**src/rtl/gpu_pkg.sv**
```systemverilog
// Shared definitions for the PC / branch-resolution stage.
//   pc_state_t : sequencing states of pc_branch_ctrl
//   PC_W       : program counter width
//   NZP_*      : bit positions inside the {n,z,p} mask and {lt,eq,gt} flags
//   nzp_match  : branch condition test (mask AND flags, any bit set)
package gpu_pkg;

  localparam int PC_W  = 8;
  localparam int NZP_N = 2;
  localparam int NZP_Z = 1;
  localparam int NZP_P = 0;

  typedef enum logic [1:0] {
    ST_IDLE  = 2'd0,
    ST_RUN   = 2'd1,
    ST_FLUSH = 2'd2,
    ST_DONE  = 2'd3
  } pc_state_t;

  function automatic logic nzp_match(input logic [2:0] mask, input logic [2:0] flags);
    return (mask[NZP_N] & flags[NZP_N]) |
           (mask[NZP_Z] & flags[NZP_Z]) |
           (mask[NZP_P] & flags[NZP_P]);
  endfunction

endpackage

```
**src/rtl/pc_branch_ctrl_flush_ctr.sv**
```systemverilog
// 3-bit load/decrement counter timing the post-branch flush window.
// Ports:
//   clk, reset     : clock, async active-high reset
//   i_load         : load i_load_val (wins over decrement)
//   i_dec          : decrement by one, stops at zero
//   i_load_val     : value to load
//   o_last         : counter currently reads 1 (final flush cycle)
module flush_ctr (
  input  logic       clk,
  input  logic       reset,
  input  logic       i_load,
  input  logic       i_dec,
  input  logic [2:0] i_load_val,
  output logic       o_last
);

  logic [2:0] r_count;

  always_ff @(posedge clk or posedge reset) begin
    if (reset) begin
      r_count <= 3'd0;
    end else if (i_load) begin
      r_count <= i_load_val;
    end else if (i_dec && (r_count != 3'd0)) begin
      r_count <= r_count - 3'd1;
    end
  end

  assign o_last = (r_count == 3'd1);

endmodule

```
**src/rtl/pc_branch_ctrl.sv**
```systemverilog
// Program counter and branch resolution stage.
// Holds the fetch PC, advances it under the fetch handshake, resolves BRnzp
// against the registered NZP flags, redirects and flushes on a taken branch,
// sequences kernel start/halt and counts taken branches (saturating).
// Ports:
//   clk, reset       : clock, async active-high reset
//   start            : launch pulse (honoured in IDLE and DONE only)
//   stall            : freeze PC, defer branch/halt evaluation
//   fetch_ready      : fetch accepted the PC this cycle
//   branch_en        : BRnzp in this stage
//   branch_nzp       : condition mask {n,z,p}
//   nzp_val          : flags {lt,eq,gt}
//   nab_out2         : branch target
//   halt             : halt instruction in this stage
//   pc, fetch_valid, flush, taken, done, taken_count : registered/decoded outputs
//
// state    | meaning
// ---------+------------------------------------------------------
// ST_IDLE  | waiting for start, PC parked at START_PC
// ST_RUN   | fetching; evaluates halt > taken branch > increment
// ST_FLUSH | squashing wrong-path work for FLUSH_CYCLES cycles
// ST_DONE  | kernel halted, waiting for start
module pc_branch_ctrl
  import gpu_pkg::*;
#(
  parameter logic [PC_W-1:0] START_PC     = 8'h00,
  parameter int              FLUSH_CYCLES = 2
) (
  input  logic            clk,
  input  logic            reset,
  input  logic            start,
  input  logic            stall,
  input  logic            fetch_ready,
  input  logic            branch_en,
  input  logic [2:0]      branch_nzp,
  input  logic [2:0]      nzp_val,
  input  logic [PC_W-1:0] nab_out2,
  input  logic            halt,
  output logic [PC_W-1:0] pc,
  output logic            fetch_valid,
  output logic            flush,
  output logic            taken,
  output logic            done,
  output logic [7:0]      taken_count
);

  localparam logic [2:0] FLUSH_LOAD = 3'(FLUSH_CYCLES);

  pc_state_t       r_state;
  pc_state_t       w_state_nxt;
  logic [PC_W-1:0] r_pc;
  logic [PC_W-1:0] w_pc_nxt;
  logic            r_taken;
  logic            w_taken_nxt;
  logic [7:0]      r_taken_count;
  logic            w_count_inc;
  logic            w_flush_load;
  logic            w_flush_dec;
  logic            w_flush_last;
  logic            w_branch_hit;

  assign w_branch_hit = branch_en && nzp_match(branch_nzp, nzp_val);

  flush_ctr u_flush_ctr (
    .clk        (clk),
    .reset      (reset),
    .i_load     (w_flush_load),
    .i_dec      (w_flush_dec),
    .i_load_val (FLUSH_LOAD),
    .o_last     (w_flush_last)
  );

  always_comb begin
    w_state_nxt  = r_state;
    w_pc_nxt     = r_pc;
    w_taken_nxt  = 1'b0;
    w_count_inc  = 1'b0;
    w_flush_load = 1'b0;
    w_flush_dec  = 1'b0;
    unique case (r_state)
      ST_IDLE: begin
        if (start) begin
          w_state_nxt = ST_RUN;
          w_pc_nxt    = START_PC;
        end
      end
      ST_RUN: begin
        // A stalled cycle evaluates nothing; the held instruction is seen
        // once, on the first cycle stall is low.
        if (!stall) begin
          if (halt) begin
            w_state_nxt = ST_DONE;
          end else if (w_branch_hit) begin
            w_state_nxt  = ST_FLUSH;
            w_pc_nxt     = nab_out2;
            w_taken_nxt  = 1'b1;
            w_count_inc  = 1'b1;
            w_flush_load = 1'b1;
          end else if (fetch_ready) begin
            w_pc_nxt = r_pc + 8'd1;
          end
        end
      end
      ST_FLUSH: begin
        w_flush_dec = 1'b1;
        if (w_flush_last) begin
          w_state_nxt = ST_RUN;
        end
      end
      ST_DONE: begin
        if (start) begin
          w_state_nxt = ST_RUN;
          w_pc_nxt    = START_PC;
        end
      end
      default: begin
        w_state_nxt = ST_IDLE;
        w_pc_nxt    = START_PC;
      end
    endcase
  end

  always_ff @(posedge clk or posedge reset) begin
    if (reset) begin
      r_state       <= ST_IDLE;
      r_pc          <= START_PC;
      r_taken       <= 1'b0;
      r_taken_count <= 8'h00;
    end else begin
      r_state <= w_state_nxt;
      r_pc    <= w_pc_nxt;
      r_taken <= w_taken_nxt;
      if (w_count_inc && (r_taken_count != 8'hFF)) begin
        r_taken_count <= r_taken_count + 8'd1;
      end
    end
  end

  assign pc          = r_pc;
  assign fetch_valid = (r_state == ST_RUN);
  assign flush       = (r_state == ST_FLUSH);
  assign done        = (r_state == ST_DONE);
  assign taken       = r_taken;
  assign taken_count = r_taken_count;

endmodule

```
**config.mk**
```make
export PLATFORM = sky130hd
export DESIGN_NAME = pc_branch_ctrl
export DESIGN_NICKNAME = d
export VERILOG_FILES = /design/src/rtl/gpu_pkg.sv /design/src/rtl/pc_branch_ctrl_flush_ctr.sv /design/src/rtl/pc_branch_ctrl.sv
export SDC_FILE = /design/constraint.sdc
export NUM_CORES = 1
export LEC_CHECK = 0
export CAP_MARGIN = 20
export CELL_PAD_IN_SITES_DETAIL_PLACEMENT = 1
export CELL_PAD_IN_SITES_GLOBAL_PLACEMENT = 2
export CORE_MARGIN = 5
export CORE_UTILIZATION = 33
export DETAILED_ROUTE_END_ITERATION = 8
export DONT_BUFFER_PORTS = 1
export GPL_TIMING_DRIVEN = 0
export PLACE_DENSITY_LB_ADDON = 0.1
export SLEW_MARGIN = 10
export SYNTH_ARGS = -nofsm -noshare
export SYNTH_HDL_FRONTEND = slang
export SYNTH_HIERARCHICAL = 1
export SYNTH_SLANG_ARGS = --single-unit
export TNS_END_PERCENT = 1
```
**constraint.sdc**
```tcl
create_clock -name clk -period 1.9 [get_ports clk]
set_input_delay 0.19 -clock clk [delete_from_list [all_inputs] [get_ports clk]]
set_output_delay 0.19 -clock clk [all_outputs]
set_load 0.1 [all_outputs]
```
Yosys cells after proc, flatten, opt, wreduce, memory -nomap -nowiden
Cells that the tools add are included.

Reductions and logical operators: 10. $add $sub $neg: 3. Equal/unequal tests: 11. $lt $le $gt $ge: 0. Multipliers: 0. Bitwise logic cells: 5. Shift operators: 0. Muxes and demuxes: 19. Div/mod/pow operators: 0.

Operators by type and width (count): 8-bit 2-to-1 mux (5); 8-bit by 1-bit adder with 8-bit output, second input constant (2); 8-bit one-hot mux with 2 select lines (1); 2-bit 2-to-1 mux (5); 8-bit inequality test, second input constant (1); 3-bit 2-to-1 mux (2); 3-bit by 2-bit inequality test with 1-bit output, second input constant (2); 2-bit one-hot mux with 3 select lines (1); 1-bit 2-to-1 mux (5); 5-bit AND reduction (1); 2-bit equality test, second input constant (2); 2-bit by 1-bit inequality test with 1-bit output, second input constant (2); 2-bit inequality test, second input constant (2); 4-bit AND reduction (1); 2-bit nonzero test (2); 1-bit bitwise AND (3); 3-bit by 1-bit equality test with 1-bit output, second input constant (1); 1-bit logical AND (3); 3-bit nonzero test (1); 3-bit by 1-bit subtractor with 3-bit output, second input constant (1); 2-bit by 1-bit equality test with 1-bit output, second input constant (1); 2-bit logical NOT (1); 1-bit bitwise OR (2); 2-bit OR reduction (1).

Memory bits (writable): 0. Memories: 0. Memory bits (read-only): 0. Word-level logic and storage cells: 53. Latch bits: 0. Input port bits: 21. Bits in registers: 22.

Longest topological paths before layout
Word-level depth: 9. Mapped depth: 9. Mapped depth without buffers: 7.

Modules after synthesis
Netlist, hierarchy kept.

Modules (own cells, without submodules): pc_branch_ctrl (area each 1134.8 µm², cells each 121, instances 1, seq. area each 475.5 µm²); flush_ctr (area each 225.2 µm², cells each 25, instances 1, seq. area each 75.1 µm²).

Worst setup path after synthesis
OpenSTA, ideal clock, no wires.

Path kind: reg2reg. From: reg r_state[1]. To: reg r_taken_count[7], in the netlist taken_count[7]. Setup time: 0.159 ns. Path buffers: 0. Slack: -0.696 ns. Data arrival time: 2.437 ns. Required time: 1.741 ns. Cell stages (with the launch flop): 8. Cells stage by stage: dfrtp_1 > inv_1 > ha_1 > nor2b_1 > and4bb_2 > o21a_2 > nand4_1 > xnor2_1.

Cells in the longest elaborated chain, start to end: 3.

Ends and longest elaborated chain: start: declaration (RTL line pc_branch_ctrl.sv:49) `pc_state_t r_state;`; start signal: assignment (RTL line pc_branch_ctrl.sv:130) `r_state <= w_state_nxt;`; 2-bit by 1-bit equality test with 1-bit output; net fetch_valid (RTL line pc_branch_ctrl.sv:40) `output logic fetch_valid,`; 1-bit 2-to-1 mux (RTL line pc_branch_ctrl.sv:80) `unique case (r_state)`; net w_count_inc (RTL line pc_branch_ctrl.sv:56) `logic w_count_inc;`; 1-bit logical AND (RTL line pc_branch_ctrl.sv:133) `if (w_count_inc && (r_taken_count != 8'hFF)) begin`; end signal: assignment (RTL line pc_branch_ctrl.sv:134) `r_taken_count <= r_taken_count + 8'd1;`; end: declaration (RTL line pc_branch_ctrl.sv:55) `logic [7:0] r_taken_count;`.

The timed path passes the listed nets, and every way through them passes these cells. A chain may end at the register's enable or synchronous reset.

Final worst setup path
From: reg r_state[0]. To: reg r_pc[0], in the netlist pc[0].

Cells in the longest elaborated chain, start to end: 4.

Ends and longest elaborated chain: 2-bit equality test or 2-bit logical NOT (tied branches) (RTL line pc_branch_ctrl.sv:80); 2-bit OR reduction (no source line); 2-bit by 1-bit inequality test with 1-bit output (no source line) or 2-bit nonzero test (tied branches); 5-bit AND reduction (no source line); end signal: assignment (RTL line pc_branch_ctrl.sv:131) `r_pc <= w_pc_nxt;`; end: declaration (RTL line pc_branch_ctrl.sv:51) `logic [PC_W-1:0] r_pc;`.

Several ways; a longest one is shown, not always the timed one.

==> results.rst <==
.. list-table::
   :header-rows: 1

   * - Metric
     - Value
   * - Post-detailed-route DRC marker count
     - 0
   * - Crit share post-route
     - 1.04
   * - Number of buffers on the longest clock path
     - 2
   * - Leakage power
     - 0.000708 µW
   * - Number of warning messages in the yosys log
     - 6
   * - Worst setup path startpoint
     - r_state[0]$_DFFE_PP0P_
   * - Register clock-pin slew on the reported worst setup and hold paths
     - 0.09 ns
   * - Minimum setup slack in the final design
     - -0.0768 ns
   * - Worst skew pair latency
     - 0.27 ns
   * - Post-synthesis cell area
     - 0.00136 mm²
   * - Total number of clock tree sinks
     - 22
   * - RSZ-0062 raised after global routing
     - true
   * - Layout cell share with drive strength beyond 1
     - 0.296
   * - Worst hold start
     - nab_out2[3]
   * - Worst relative slew slack
     - 0.355
   * - Violations in the final reports
     - negative setup slack
   * - Worst setup slack after placement
     - -0.325 ns
   * - Tightest Pin Transition
     - 0.969 ns
   * - Power density of the placed cells
     - 1970 mW/mm²
   * - WS Path Type
     - reg -> reg
   * - Routed via count divided by cell count
     - 5.48
   * - Number of different library cells in the post-synthesis netlist
     - 41
   * - Synthesized instance count
     - 146
   * - Max Cap Viol
     - 0
   * - Net count of the finished layout
     - 192
   * - Overflow left after global routing
     - 0
   * - Die area
     - 0.00550 mm²
   * - Worst reg2reg path startpoint
     - r_state[0]$_DFFE_PP0P_
   * - Global-route wire length before repair
     - 5980 µm
   * - Io pins
     - 41
   * - Global placer's final weighted congestion
     - 0.705
   * - Standard-cell row count
     - 23
   * - Data arrival time at the worst-slack endpoint
     - 2.10 ns
   * - Overall via count from detail_route
     - 1161
   * - Pin count of the biggest net entering global routing
     - 20
   * - Drt wl/cell
     - 17.7 µm
   * - Classification of the worst-slack hold path
     - in -> reg
   * - Number of design-rule violations left by the first detailed-router iteration
     - 61
   * - Clock period minus worst slack
     - 1.98 ns
   * - Number of flip-flops and latches in the synthesized netlist
     - 22
   * - Post-Route WL
     - 3740 µm
   * - Average footprint of a synthesized cell
     - 9.32 µm²
   * - Router iterations before antenna repair
     - 4
   * - Placement Cell Area
     - 0.00145 mm²
   * - Num CTS Buffers
     - 3
   * - Vias in the first global route
     - 1264
   * - Die Wd
     - 74.2 µm
   * - Diodes inserted
     - 0
   * - Max Clk Rate
     - 506 MHz
   * - Die Y
     - 74.2 µm
   * - Sequential fraction of the synthesis area
     - 0.405
   * - Post-detailed-placement half-perimeter wirelength
     - 2660 µm
   * - H-Tree Depth
     - 1
   * - Run status
     - complete, but fails checks
   * - Overall fraction of global-route tracks in use
     - 0.142
   * - Root buffer cell
     - sky130_fd_sc_hd__clkbuf_8
   * - Kind of launch point of the worst setup path
     - flip-flop
   * - Syn-to-layout area delta
     - 22.8%
   * - Register area
     - 569 µm²
   * - Setup Skew
     - 0.0106 ns
   * - Final instance area
     - 0.00167 mm²
   * - Initial antenna violation count
     - 0
   * - Data required, critical path
     - 2.03 ns
   * - Final setup violation count
     - 7
   * - Final design utilization
     - 0.418
   * - Area occupied by multi-input gates
     - 825 µm²
   * - Clock tree from TritonCTS
     - done
   * - Total core area
     - 0.00400 mm²
   * - Number of hold violations in the final report
     - 0
   * - Final max-slew violation count
     - 0
   * - Count of buffers inserted at the top-level ports
     - 0
   * - Critical Path Sink Type
     - flip-flop
   * - Fill count
     - 456
   * - Starting density of the core
     - 0.340
   * - Highest net fanout along the worst path
     - 8
   * - Antenna-violating nets left
     - 0
   * - Peak VDD IR
     - 0.794 mV
## through the flow
step | hold WS, ns | cells | power (µW) | TNS [ns]
global route | 0.120 | 212 | 3500 | -1.52
CTS | 0.110 | 211 | 3240 | -0.346
global placement | -0.0295 | 197 | 2590 | -2.95
detailed placement | -0.0332 | 197 | 2630 | -3.46
floorplan | -0.0564 | 147 | 2390 | -0.349
finish | 0.104 | 212 | 3290 | -0.282
## worst paths after layout
| check | to | slack, ns | depth (start not counted) |
|---|---|---|---|
| setup / recovery | pc[0]$_DFFE_PP0P_ | -0.08 | 8 |
| hold / removal | pc[3]$_DFFE_PP0P_ | 0.10 | 2 |
| setup reg to reg | pc[0]$_DFFE_PP0P_ | -0.08 | 8 |
| hold reg to reg | u_flush_ctr/r_count[1]$_DFFE_PP0P_ | 0.56 | 2 |
| max in group asynchronous | pc[6]$_DFFE_PP0P_ | 0.82 | 2 |
| min in group asynchronous | u_flush_ctr/r_count[1]$_DFFE_PP0P_ | 0.25 | 2 |
## worst max-delay path, cell delays in order, from the launching register on
cell and delay, ns:
sky130_fd_sc_hd__dfrtp_1 0.43, sky130_fd_sc_hd__inv_1 0.11, sky130_fd_sc_hd__ha_4 0.26, sky130_fd_sc_hd__nor2b_4 0.13
sky130_fd_sc_hd__a211oi_2 0.22, sky130_fd_sc_hd__nand3_2 0.11, sky130_fd_sc_hd__buf_4 0.17, sky130_fd_sc_hd__o21ai_1 0.28
sky130_fd_sc_hd__o31ai_4 0.12
## cell families after synthesis
logic type	count (synthesis)	synth area share
AND/OR/NAND/NOR	55	0.241
AO/OA/AOI/OAI	39	0.175
flip-flops	22	0.405
buffers and inverters	12	0.0451
adder cells (fa/ha/maj)	8	0.0736
XOR/XNOR	5	0.0322
multiplexers	3	0.0230
other	2	0.00552
## layout by cell type, fill, tap and decap left out, types with 2 or more instances in the layout
master                      n
sky130_fd_sc_hd__a21oi_1   11
sky130_fd_sc_hd__and3_1     5
sky130_fd_sc_hd__buf_4      9
sky130_fd_sc_hd__buf_6      2
sky130_fd_sc_hd__clkbuf_8   3
sky130_fd_sc_hd__conb_1     3
sky130_fd_sc_hd__dfrtp_1    7
sky130_fd_sc_hd__dfrtp_2   15
sky130_fd_sc_hd__ha_1       6
sky130_fd_sc_hd__ha_4       2
sky130_fd_sc_hd__inv_1      7
sky130_fd_sc_hd__mux2i_1    2
sky130_fd_sc_hd__nand2_1    9
sky130_fd_sc_hd__nand3_1    7
sky130_fd_sc_hd__nand4_1    3
sky130_fd_sc_hd__nor2_1     5
sky130_fd_sc_hd__nor2b_4    2
sky130_fd_sc_hd__nor3_1     6
sky130_fd_sc_hd__nor3b_1    7
sky130_fd_sc_hd__o21ai_0   13
sky130_fd_sc_hd__o21ai_1    4
sky130_fd_sc_hd__xnor2_1    4
## power by group
group	internal, µW	switching (µW)	leakage (µW)
sequential	610	767	0.000259
clock	282	164	0.0000357
combinational	609	860	0.000413
total	1500	1790	0.000708
## cell type report
cell class	instances	share of cell area
timing repair buffer	12	0.0554
buffer	3	0.0120
clock inverter	1	0.0180
clock buffer	3	0.0247
multi-input combinational	113	0.494
sequential	22	0.341
inverter	8	0.0180
tap	50	0.0375
## state kept, by name, indices dropped and copies added, names as in the netlist
| signal | cells |
|---|---|
| pc | 8 |
| r_state | 2 |
| taken | 1 |
| taken_count | 8 |
| u_flush_ctr/r_count | 3 |
## metal layers
metal,track usage,share of wire,vias to the layer above
li1,-,-,554
met2,0.253,0.50,39
met3,0.0378,0.075,6
met1,0.168,0.41,562
met4,0.0362,0.012,0
met5,0,0,-
## Yosys cell counts (all sizes together)
| cell | number | area (µm²) |
|---|---|---|
| o21bai | 1 | 7.51 |
| a222oi | 1 | 10.0 |
| and3 | 5 | 31.3 |
| nor3b | 7 | 52.6 |
| nand3 | 8 | 45.0 |
| a21oi | 11 | 55.1 |
| and4bb | 1 | 12.5 |
| clkbuf | 1 | 3.75 |
| xnor2 | 4 | 35.0 |
| a211o | 1 | 8.76 |
| nand2 | 9 | 33.8 |
| nor2 | 6 | 22.5 |
| nor2b | 3 | 26.3 |
| mux2i | 2 | 20.0 |
| ha | 8 | 100 |
| o31ai | 1 | 7.51 |
| a211oi | 1 | 12.5 |
| xor2 | 1 | 8.76 |
| conb | 2 | 7.51 |
| a22oi | 1 | 7.51 |
| and2b | 1 | 8.76 |
| nand2b | 2 | 20.0 |
| nand4 | 3 | 18.8 |
| a221o | 1 | 11.3 |
| inv | 8 | 30.0 |
| a31oi | 1 | 6.26 |
| o21ai | 18 | 93.8 |
| nand4b | 1 | 8.76 |
| nor4 | 1 | 6.26 |
| dfrtp | 22 | 551 |
| a31o | 1 | 8.76 |
| buf | 3 | 27.5 |
| mux2 | 1 | 11.3 |
| or2 | 1 | 6.26 |
| nor3 | 7 | 35.0 |
| o21a | 1 | 8.76 |
## what timing repair did
item	4_1_cts	5_1_grt
pin swaps	4	3
endpoints found under the hold margin	16	0
resized for setup	16	9
hold buffers	1	0
endpoints found under the setup margin	16	17
setup buffers	9	2
(Power assumes the default switching activity.)
